$ cat config.mk
export PLATFORM = sky130hd
export DESIGN_NAME = imm_encoder_flat
export DESIGN_NICKNAME = d
export VERILOG_FILES = /design/src/rtl/imm_encoder_if.sv /design/src/rtl/imm_encoder.sv /design/src/flat_wrapper.sv
export SDC_FILE = /design/constraint.sdc
export NUM_CORES = 1
export LEC_CHECK = 0
export BUFFER_PORTS_ARGS = -buffer_cell sky130_fd_sc_hd__buf_4
export CAP_MARGIN = 0
export CELL_PAD_IN_SITES_DETAIL_PLACEMENT = 1
export CELL_PAD_IN_SITES_GLOBAL_PLACEMENT = 1
export CORE_AREA = 2 2 107 109
export CTS_CLUSTER_SIZE = 12
export DETAILED_ROUTE_END_ITERATION = 8
export DIE_AREA = 0 0 109 111
export PLACE_DENSITY = 0.86
export SYNTH_ARGS = -nofsm -noshare
export SYNTH_HDL_FRONTEND = slang
export SYNTH_SLANG_ARGS = --single-unit
$ cat constraint.sdc
create_clock -name clk -period 3.9 [get_ports clk]
set_input_delay 0.195 -clock clk [delete_from_list [all_inputs] [get_ports clk]]
set_output_delay 0.195 -clock clk [all_outputs]
set_load 0.02 [all_outputs]
$ cat src/rtl/imm_encoder_if.sv
// Request/result bundle for the constant encoder: one request channel
// (start/value/mem_access) and one result channel (busy/done/ok/shift_operand).
interface imm_encoder_if;
  logic        start;
  logic [31:0] value;
  logic        mem_access;
  logic        busy;
  logic        done;
  logic        ok;
  logic [11:0] shift_operand;

  modport slave (
    input  start, value, mem_access,
    output busy, done, ok, shift_operand
  );

  modport master (
    output start, value, mem_access,
    input  busy, done, ok, shift_operand
  );
endinterface

$ cat src/rtl/imm_encoder.sv
// Sequential inverse of the Val2 operand decode. In rotated-immediate mode it
// tries one rotate amount per cycle, smallest first, so the first hit is the
// canonical encoding. In memory mode it checks for a 12-bit unsigned offset.
module imm_encoder #(
  parameter int unsigned MAX_ROT = 16  // rotate candidates tried, 1..16
) (
  input  logic clk,
  input  logic rst_n,
  imm_encoder_if.slave bus
);

  typedef enum logic {IDLE, SEARCH} state_t;

  localparam logic [3:0] LAST_ROT = 4'(MAX_ROT - 1);

  state_t      r_state, w_state_nxt;
  logic [3:0]  r_rot,   w_rot_nxt;
  logic [31:0] r_value, w_value_nxt;
  logic        r_mode,  w_mode_nxt;
  logic        r_busy,  w_busy_nxt;
  logic        r_done,  w_done_nxt;
  logic        r_ok,    w_ok_nxt;
  logic [11:0] r_so,    w_so_nxt;

  logic [4:0]  w_sh;
  logic [31:0] w_cand;

  // Candidate = captured value rotated left by 2*rot; a shift by 32 yields 0,
  // so rot=0 leaves the value unchanged.
  assign w_sh   = {r_rot, 1'b0};
  assign w_cand = (r_value << w_sh) | (r_value >> (6'd32 - {1'b0, w_sh}));

  assign bus.busy          = r_busy;
  assign bus.done          = r_done;
  assign bus.ok            = r_ok;
  assign bus.shift_operand = r_so;

  // State and datapath registers; reset aborts any search without a done.
  always_ff @(posedge clk or negedge rst_n) begin
    if (!rst_n) begin
      r_state <= IDLE;
      r_rot   <= '0;
      r_value <= '0;
      r_mode  <= 1'b0;
      r_busy  <= 1'b0;
      r_done  <= 1'b0;
      r_ok    <= 1'b0;
      r_so    <= '0;
    end else begin
      r_state <= w_state_nxt;
      r_rot   <= w_rot_nxt;
      r_value <= w_value_nxt;
      r_mode  <= w_mode_nxt;
      r_busy  <= w_busy_nxt;
      r_done  <= w_done_nxt;
      r_ok    <= w_ok_nxt;
      r_so    <= w_so_nxt;
    end
  end

  // Next-state and result logic; done defaults low so it only ever pulses.
  always_comb begin
    w_state_nxt = r_state;
    w_rot_nxt   = r_rot;
    w_value_nxt = r_value;
    w_mode_nxt  = r_mode;
    w_busy_nxt  = r_busy;
    w_done_nxt  = 1'b0;
    w_ok_nxt    = r_ok;
    w_so_nxt    = r_so;
    case (r_state)
      IDLE: begin
        if (bus.start) begin
          w_value_nxt = bus.value;
          w_mode_nxt  = bus.mem_access;
          w_ok_nxt    = 1'b0;
          w_so_nxt    = '0;
          w_rot_nxt   = '0;
          w_busy_nxt  = 1'b1;
          w_state_nxt = SEARCH;
        end
      end
      SEARCH: begin
        if (r_mode) begin
          w_ok_nxt    = (r_value[31:12] == 20'd0);
          w_so_nxt    = (r_value[31:12] == 20'd0) ? r_value[11:0] : 12'd0;
          w_done_nxt  = 1'b1;
          w_busy_nxt  = 1'b0;
          w_state_nxt = IDLE;
        end else if (w_cand[31:8] == 24'd0) begin
          w_ok_nxt    = 1'b1;
          w_so_nxt    = {r_rot, w_cand[7:0]};
          w_done_nxt  = 1'b1;
          w_busy_nxt  = 1'b0;
          w_state_nxt = IDLE;
        end else if (r_rot == LAST_ROT) begin
          w_ok_nxt    = 1'b0;
          w_so_nxt    = '0;
          w_done_nxt  = 1'b1;
          w_busy_nxt  = 1'b0;
          w_state_nxt = IDLE;
        end else begin
          w_rot_nxt   = r_rot + 4'd1;
        end
      end
      default: w_state_nxt = IDLE;
    endcase
  end

endmodule
$ cat src/flat_wrapper.sv
// flat-port wrapper written by rule: the top's interface ports become plain ports
module imm_encoder_flat 
#(
  parameter int unsigned MAX_ROT = 16                                   
)
  (clk, rst_n, bus_start, bus_value, bus_mem_access, bus_busy, bus_done, bus_ok, bus_shift_operand);
  imm_encoder_if bus_i ();
  input  logic clk;
  input  logic rst_n;
  input wire logic [$bits(bus_i.start)-1:0] bus_start;
  input wire logic [$bits(bus_i.value)-1:0] bus_value;
  input wire logic [$bits(bus_i.mem_access)-1:0] bus_mem_access;
  output wire logic [$bits(bus_i.busy)-1:0] bus_busy;
  output wire logic [$bits(bus_i.done)-1:0] bus_done;
  output wire logic [$bits(bus_i.ok)-1:0] bus_ok;
  output wire logic [$bits(bus_i.shift_operand)-1:0] bus_shift_operand;
  assign bus_i.start = bus_start;
  assign bus_i.value = bus_value;
  assign bus_i.mem_access = bus_mem_access;
  assign bus_busy = bus_i.busy;
  assign bus_done = bus_i.done;
  assign bus_ok = bus_i.ok;
  assign bus_shift_operand = bus_i.shift_operand;
  imm_encoder #(.MAX_ROT(MAX_ROT)) u_core (.clk(clk), .rst_n(rst_n), .bus(bus_i));
endmodule
**Word-level counts from Yosys, hierarchy flattened**

Cells that the tools add are included.

- Reductions and logical operators: 5
- Bitwise gates (word level): 2
- Add/subtract/negate cells: 2
- Order comparisons: 0
- Shift operators: 2
- Div/mod/pow operators: 0
- Equal/unequal tests: 6
- Muxes and demuxes: 29
- $mul: 0

Operators with widths:

| kind | number |
|---|---|
| $mux 12 | 5 |
| $or 32x32->32 | 1 |
| $shl 32x5->32 | 1 |
| $shr 32x6->32 | 1 |
| $logic_not 24->1 | 1 |
| $pmux 12 s2 | 1 |
| $logic_not 20->1 | 1 |
| $mux 4 | 4 |
| $mux 1 | 15 |
| $ne 2x2->1 const B | 4 |
| $pmux 4 s2 | 1 |
| $pmux 1 s2 | 3 |
| $sub 6x5->6 const A | 1 |
| $add 4x1->4 const B | 1 |
| $eq 4x4->1 const B | 1 |
| $ne 4x4->1 const B | 1 |
| $reduce_and 2->1 | 2 |
| $reduce_and 4->1 | 1 |
| $not 1->1 | 1 |

- Bits in latches: 0
- Register bits after elaboration: 53
- Memories: 0
- Memory bits (read-only): 0
- Output and inout port bits: 15
- Bits in writable memories: 0
- Input port bits: 36

**Depth between registers and ports, before layout**

Gate-level depths: netlist of the first run.

- Depth after elaboration: 7
- Mapped depth: 17
- Depth with buffers taken out: 10

**Least setup slack after synthesis of the first run**

OpenSTA, ideal clock, no wires.

- Path type: flip-flop to flip-flop
- From: reg u_core.r_rot[0]
- To: reg u_core.r_so[3], in the netlist u_core.bus.shift_operand[3]
- Arrival: 3.841 ns
- Stages on the path, launching flop included: 15
- Buffers on the path: 5
- Slack: -0.067 ns
- Required time: 3.774 ns
- Clock period less this slack: 3.967 ns
- Cell sequence: dfrtp_1 buf_2 buf_4 inv_2 clkbuf_1 ha_1 buf_2 clkbuf_1 mux4_2 nor4_1 nand4_1 a221o_1 nor4_4 o22ai_4 a221o_1

- Cells in the longest elaborated chain, start to end: 7
- Elaborated cells between the ends (all ways): 11
- Classes of those cells: add/sub (1); eq/ne (2); shift (2); mux (3); bitwise (1); reduce/logical (2)

Ends and longest elaborated chain:

| element | line | text |
|---|---|---|
| start, declared | imm_encoder.sv:17 | `logic [3:0] r_rot, w_rot_nxt;` |
| start signal, assigned | imm_encoder.sv:51 | `r_rot <= w_rot_nxt;` |
| $sub 6x5->6 | imm_encoder.sv:31 | `assign w_cand = (r_value << w_sh) \| (r_value >> (6'd32 - {1'b0, w_sh}));` |
| $shr 32x6->32 | imm_encoder.sv:31 |  |
| $or 32x32->32 | imm_encoder.sv:31 |  |
| $logic_not 24->1 | imm_encoder.sv:90 | `end else if (w_cand[31:8] == 24'd0) begin` |
| $mux 12 | imm_encoder.sv:90 |  |
| $mux 12 | imm_encoder.sv:84 | `if (r_mode) begin` |
| $pmux 12 s2 | imm_encoder.sv:71 | `case (r_state)` |
| end signal, assigned | imm_encoder.sv:57 | `r_so <= w_so_nxt;` |
| end, declared | imm_encoder.sv:23 | `logic [11:0] r_so, w_so_nxt;` |

Several ways; a longest one is shown, not always the timed one.
A chain may end at the register's enable or synchronous reset.

**Worst setup path after layout of the first run**

- From: reg u_core.r_rot[1]
- To: reg u_core.r_rot[0]

- Cells in the longest elaborated chain, start to end: 6
- Elaborated cells between the ends (all ways): 9
- Classes of those cells: add/sub (1); eq/ne (3); shift (2); bitwise (1); reduce/logical (2)

Ends and longest elaborated chain:

| element | line |
|---|---|
| $sub 6x5->6 | imm_encoder.sv:31 |
| $shr 32x6->32 | imm_encoder.sv:31 |
| $or 32x32->32 | imm_encoder.sv:31 |
| $logic_not 24->1 | imm_encoder.sv:90 |
| $ne 2x2->1 (no source line) | - |
| $reduce_and 4->1 (no source line) * | - |

Mark *: on every way between the ends. The rest lies on a longest branch, timed or not.

==> metrics.txt, run 1 <==
register area=1328 sq um; Row Count=39; register clock-pin slew on the reported worst setup and hold paths=0.07 ns; grt met3 use=3.057%; share of post-route cells with drive strength above 1=18.34%; dpl cell area=4783 sq um; Inserted Clock Buffers=5; status=finished clean; logic gate share of total power=67.4%; ys flop type=dfrtp_1; synthesized instance count=541; HPWL after detailed placement=10550 um; WL/cell=20.40 um; Vias=4357; final setup fails=0; Clk Latency, worst-skew pair=0.30 ns; dpl cells=702; area of the multi-input gates=2749 sq um; crit end category=flop; initial antenna violation count=0; share of the synthesized area in the top cell type=30.80%; first-pass GRT wire length=23520 um; DRC Markers=0; Slew headroom=36.09%; Post-synth EDFFs=0; Synth area leaders=dfrtp_1 31%, nand2_1 12%, mux2i_1 7.9%, mux4_2 5.8%, a21oi_1 2.9%; Clk pwr share=8.4%; type of origin of the critical path=flop; Power per Cell Area=1055 nW/um^2; Pint=2.447 mW; routed vias/inst=6.137; maxcap violations=0; Post-Syn Area=4305 sq um; final cycle utilization of the critical path=96.96%; Starting Density=38.87%; gpl congestion=0.9540; clock tree from TritonCTS=done; Sink Count=53; die span in y=111 um; postcts setup bufs=0; die width=109 um; Design Area, Final=4949 sq um; Nets=605; DRT iter0 DRCs=281; Final Util=44.67%; crit path time final=3.781 ns; area delta synth->final=14.94%; die area=12100 sq um; maximum vdd drop=0.5510 mV; routed wire length=14490 um; cell taking the most area after synthesis=dfrtp_1; Syn Area/Cell=7.958 sq um; vias in the first global route=4372; Slew @ Worst Pin=0.9566 ns; worst min path class=in -> reg; Yosys cell types=68; yosys warns=0; Post-Syn Nets=579; gr ovfl total=0; port bufs=50; commonest cells in the netlist=136 x nand2_1, 53 x dfrtp_1, 34 x mux2i_1; drt pass-1 iters=5; post-synthesis sequential area ratio=30.80%; # diodes=0; Final Slew Violations=0; critical path data required time=4.08 ns; Longest Clk Path Bufs=2; FFs w/ async S/R, synth=100.0%; largest net degree at the start of global routing=74; Synth Register Bits=53; M1 GR Usage=34.23%; gr usage total=24.82%; Seq pwr share=24.2%; fill cell count=1348; GR Util met2=39.54%; sw power=2.775 mW; Routed Antenna Nets=0; sw frac=53.14%; Fin. Hold Viols=0; CP arrival=3.96 ns; Max FO, Critical Path=16; fmax=0.2645 GHz; core area=11080 sq um; io pins=51; Finished Layout Cells=710; skew final=0.004725 ns; count leader, synth=nand2_1; H-tree depth=2; Root Buffer=clkbuf_16; Static Leak=2.217 nW; GRT busiest layer=met2; crit path kind=reg -> reg
kinds of logic (layout without fill, tap and decap cells):
family,Yosys count,after routing,share of synthesized area (%)
mux,48,48,14.79
xor+xnor,3,3,0.6104
compound gates,120,120,19.82
flops,53,53,30.80
simple gates,257,257,27.52
fa+ha+maj,2,2,0.5811
buf+inv,58,84,5.870
layout make-up:
type | instances | share of cell area, %
Tap cell | 143 | 3.616
Clock buffer | 6 | 2.604
Multi-Input combinational cell | 430 | 55.55
Sequential cell | 53 | 26.83
Clock inverter | 1 | 0.1770
Timing Repair Buffer | 67 | 10.47
Inverter | 10 | 0.7585
timing repair:
item                                   in CTS  in global routing
hold buffers                                1                  0
endpoints found under the hold margin      53                  0
gates resized for setup                     0                  3
setup endpoints to repair                   0                 16
sequential cells by signal, summed over array words and instances (netlist names):
| signal | count |
|---|---|
| u_core.r_mode | 1 |
| u_core.bus.done | 1 |
| u_core.r_value | 32 |
| u_core.bus.busy | 1 |
| u_core.bus.ok | 1 |
| u_core.r_state | 1 |
| u_core.bus.shift_operand | 12 |
| u_core.r_rot | 4 |
stage by stage:
step / hold slack, ns / power, mW / worst slack, ns / TNS [ns]
4_1_cts: 0.07956 / 5.136 / 0.03543 / 0
3_5_place_dp: 0.2868 / 4.667 / 0.07392 / 0
3_3_place_gp: 0.2671 / 4.528 / 0.3140 / 0
5_1_grt: 0.08735 / 5.599 / -0.02936 / -0.04120
6_report: 0.08258 / 5.222 / 0.1187 / 0
2_1_floorplan: -0.1006 / 3.645 / 0.03695 / 0
worst paths after layout:
path,startpoint,cells after the start,endpoint,slack (ns)
max,u_core.r_rot[1],12,u_core.r_rot[0],0.12
min,bus_value[4],3,u_core.r_value[4],0.08
max reg2reg,u_core.r_rot[1],12,u_core.r_rot[0],0.12
min reg2reg,u_core.bus.busy,1,u_core.bus.busy,0.50
max in group asynchronous,rst_n,2,u_core.r_rot[0],2.91
min in group asynchronous,rst_n,2,u_core.bus.shift_operand[9],0.47
metal layers:
metal  share of wire (%)  vias up
li1                    -     2006
met1                  44     2196
met2                  50      120
met3                 3.5       35
met4                 2.9        0
met5                   0        -
placed cells by master, fill, tap and decap left out, drive strengths merged, types with 8 or more instances in the layout:
cell	count
nor4	14
dfrtp	53
mux2i	34
nand4	8
o21ai	22
a21oi	25
mux4	12
buf	66
nor2	32
nand2	136
nand3	14
nor2b	9
inv	9
nor3	15
power by group through the flow:
stage	logic, mW	registers, mW	clock network [mW]
after floorplan	2.66	0.985	0
after global placement	3.30	1.23	0
after detailed placement	3.42	1.25	0
after CTS	3.44	1.24	0.453
after global routing	3.83	1.30	0.469
final	3.52	1.26	0.440
critical path, stage by stage (launching register included):
cell	delay, ns
dfrtp_1	0.35
clkinv_1	0.13
ha_4	0.39
buf_4	0.29
mux2i_2	0.32
mux2i_1	0.14
nor4_1	0.36
nand4_1	0.16
a221o_1	0.42
nor4_4	0.41
buf_4	0.25
o21ai_1	0.12
a2bb2oi_1	0.31
Power figures use the tool's default switching activity.
==> run 2, diff against run 1 <==
Settings changed: CORE_AREA 2 2 107 109 to 2 2 102 104, DIE_AREA 0 0 109 111 to 0 0 104 106, PLACE_DENSITY 0.86 to 0.9.
Clock period 3.9 ns to 4 ns, I/O delays scaled along.
==> metrics.txt, run 2 (synthesized netlist as in run 1, its figures left out) <==
die area=11020 sq um (-8.9%); Starting Density=43.06% (+4.2 points); Finished Layout Cells=705 (-0.70%); fill cell count=1235 (-8.4%); WL/cell=20.73 um (+1.6%); Critical path buffers and inverters=1 (-2); Clk Latency, worst-skew pair=0.33 ns (+0.03 ns); CP max stage cell=or4_1; delay of the slowest critical-path stage=0.70 ns (+0.28 ns); routed vias/inst=6.184 (+0.78%); DRC Markers=0 (unchanged); Power per Cell Area=1032 nW/um^2 (-2.2%); Root Buffer=clkbuf_8; Fin. Hold Viols=0 (unchanged); HPWL after detailed placement=10590 um (+0.32%); Slew headroom=41.64% (+5.5 points); type of origin of the critical path=flop; vias in the first global route=4481 (+2.5%); Sink Count=53 (unchanged); final setup fails=0 (unchanged); Reg with most FFs=u_core.r_value; Max FO, Critical Path=73 (+57); sw power=2.721 mW (-1.9%); register clock-pin slew on the reported worst setup and hold paths=0.11 ns (+0.04 ns); postcts setup bufs=0 (unchanged); unrepaired setup endpoints after global routing=false; worst min path class=in -> reg; crit path kind=reg -> reg; first-pass GRT wire length=23940 um (+1.8%); drt pass-1 iters=4 (-1); die span in y=106 um (-4.5%); Vias=4360 (+0.069%); Slew @ Worst Pin=0.8687 ns (-0.08791 ns); logic gate share of total power=68.4% (+1.0 points); die width=104 um (-4.6%); gr usage total=27.17% (+2.4 points); fmax=0.2710 GHz (+2.5%); Inserted Clock Buffers=5 (unchanged); final cycle utilization of the critical path=92.24% (-4.7 points); gr ovfl total=0 (unchanged); initial antenna violation count=0 (unchanged); critical path data required time=4.18 ns (+0.10 ns); Seq pwr share=24.0% (-0.2 points); Final Slew Violations=0 (unchanged); max reg flops=32 (unchanged); clock tree from TritonCTS=done; DRT iter0 DRCs=363 (+29%); sw frac=53.50% (+0.37 points); gpl congestion=0.9414 (-1.3%); Static Leak=2.218 nW (about the same); Row Count=37 (-5.1%); Clk pwr share=7.6% (-0.8 points); largest net degree at the start of global routing=74 (unchanged); share of post-route cells with drive strength above 1=18.28% (-0.064 points); most common cell after layout, fill and taps aside=nand2_1; Longest Clk Path Bufs=2 (unchanged); crit end category=flop; setup total negative slack=0 ns (unchanged); CP arrival=3.87 ns (-0.09 ns); H-tree depth=2 (unchanged); Pint=2.364 mW (-3.4%); Min Hold Slack=0.05260 ns (-0.02998 ns); maxcap violations=0 (unchanged); commonest non-fill, non-tap cells in the layout=136 x nand2_1, 65 x buf_4, 52 x dfrtp_1; Nets=606 (+0.17%); status=finished clean; Final Util=49.26% (+4.6 points); area of the multi-input gates=2741 sq um (-0.27%); crit path time final=3.689 ns (-0.09183 ns); routed wire length=14620 um (+0.90%); Routed Antenna Nets=0 (unchanged); io pins=51 (unchanged); area delta synth->final=14.41%; maximum vdd drop=0.6528 mV (+18%); CP Cell Sequence=buf_12 -> a211o_1 -> a222oi_1 -> nand2_1 -> or3_1 -> a221o_1 -> or4_1 -> a21oi_1 -> a311oi_2; port bufs=50 (unchanged); dpl cells=696 (-0.85%); core area=10000 sq um (-9.7%); # diodes=0 (unchanged); register area=1328 sq um (unchanged); Crit path max-delay family=compound AO/OA/AOI/OAI gates; skew final=0.01415 ns (+0.009428 ns)
[run 2: changes by cell type in the layout (fill, tap and decap cells not counted), sizes merged]
cell    change
bufinv      +1
buf         +1
[run 2: final cells by class]
class                      count  share of cell area, %
tap                          136                  3.454
clock inverter                 2                 0.7874
timing repair buffer          68                  10.92
clock buffer                   6                  1.473
sequential                    53                  26.95
multi-input combinational    430                  55.65
inverter                      10                 0.7620
[run 2: path summary, 6_finish.rpt]
check                                     end  slack (ns)  cells past startpoint             from
setup / recovery              u_core.r_rot[2]        0.31                      9  u_core.r_rot[0]
hold / removal             u_core.r_value[30]        0.05                      3    bus_value[30]
setup reg to reg              u_core.r_rot[2]        0.31                      9  u_core.r_rot[0]
hold reg to reg               u_core.bus.busy        0.53                      1  u_core.bus.busy
max in group asynchronous     u_core.r_rot[0]        3.04                      2            rst_n
min in group asynchronous  u_core.r_value[29]        0.42                      2            rst_n
[run 2: stage by stage]
stage | total power, mW | setup slack [ns] | instance area (sq um)
after floorplan | 3.550 | 0.03339 | 4305
after global placement | 4.477 | 0.3750 | 4795
after detailed placement | 4.605 | 0.3133 | 4795
after CTS | 5.008 | 0.2762 | 4916
after global routing | 5.458 | 0.1217 | 4926
final | 5.085 | 0.3105 | 4926
[run 2: worst min-delay path: cells and delay by family]
kind                   cells  cell delay [ns]
buffers and inverters      1             0.08
and+or+nand+nor            2             0.08
[run 2: timing repair]
action                                  4_1_cts  5_1_grt
hold buffers                                  1        0
resized for setup                             0        1
endpoints found under the hold margin        53        0
endpoints found under the setup margin        0        7
[run 2: power by group through the flow]
| stage | Combinational, mW | Sequential, mW | Clock (mW) |
|---|---|---|---|
| after floorplan | 2.59 | 0.960 | 0 |
| after global placement | 3.28 | 1.20 | 0 |
| after detailed placement | 3.39 | 1.21 | 0 |
| after CTS | 3.42 | 1.20 | 0.388 |
| after global routing | 3.80 | 1.25 | 0.409 |
| final | 3.48 | 1.22 | 0.389 |
[run 2: routing by layer]
metal  part of all wire (%)  up-vias  GRT usage (%)
met1                     43     2165          36.54
li1                       -     2010              -
met2                     49      158          45.49
met5                      0        -              0
met4                    2.4        0          8.880
met3                    5.3       27          3.617
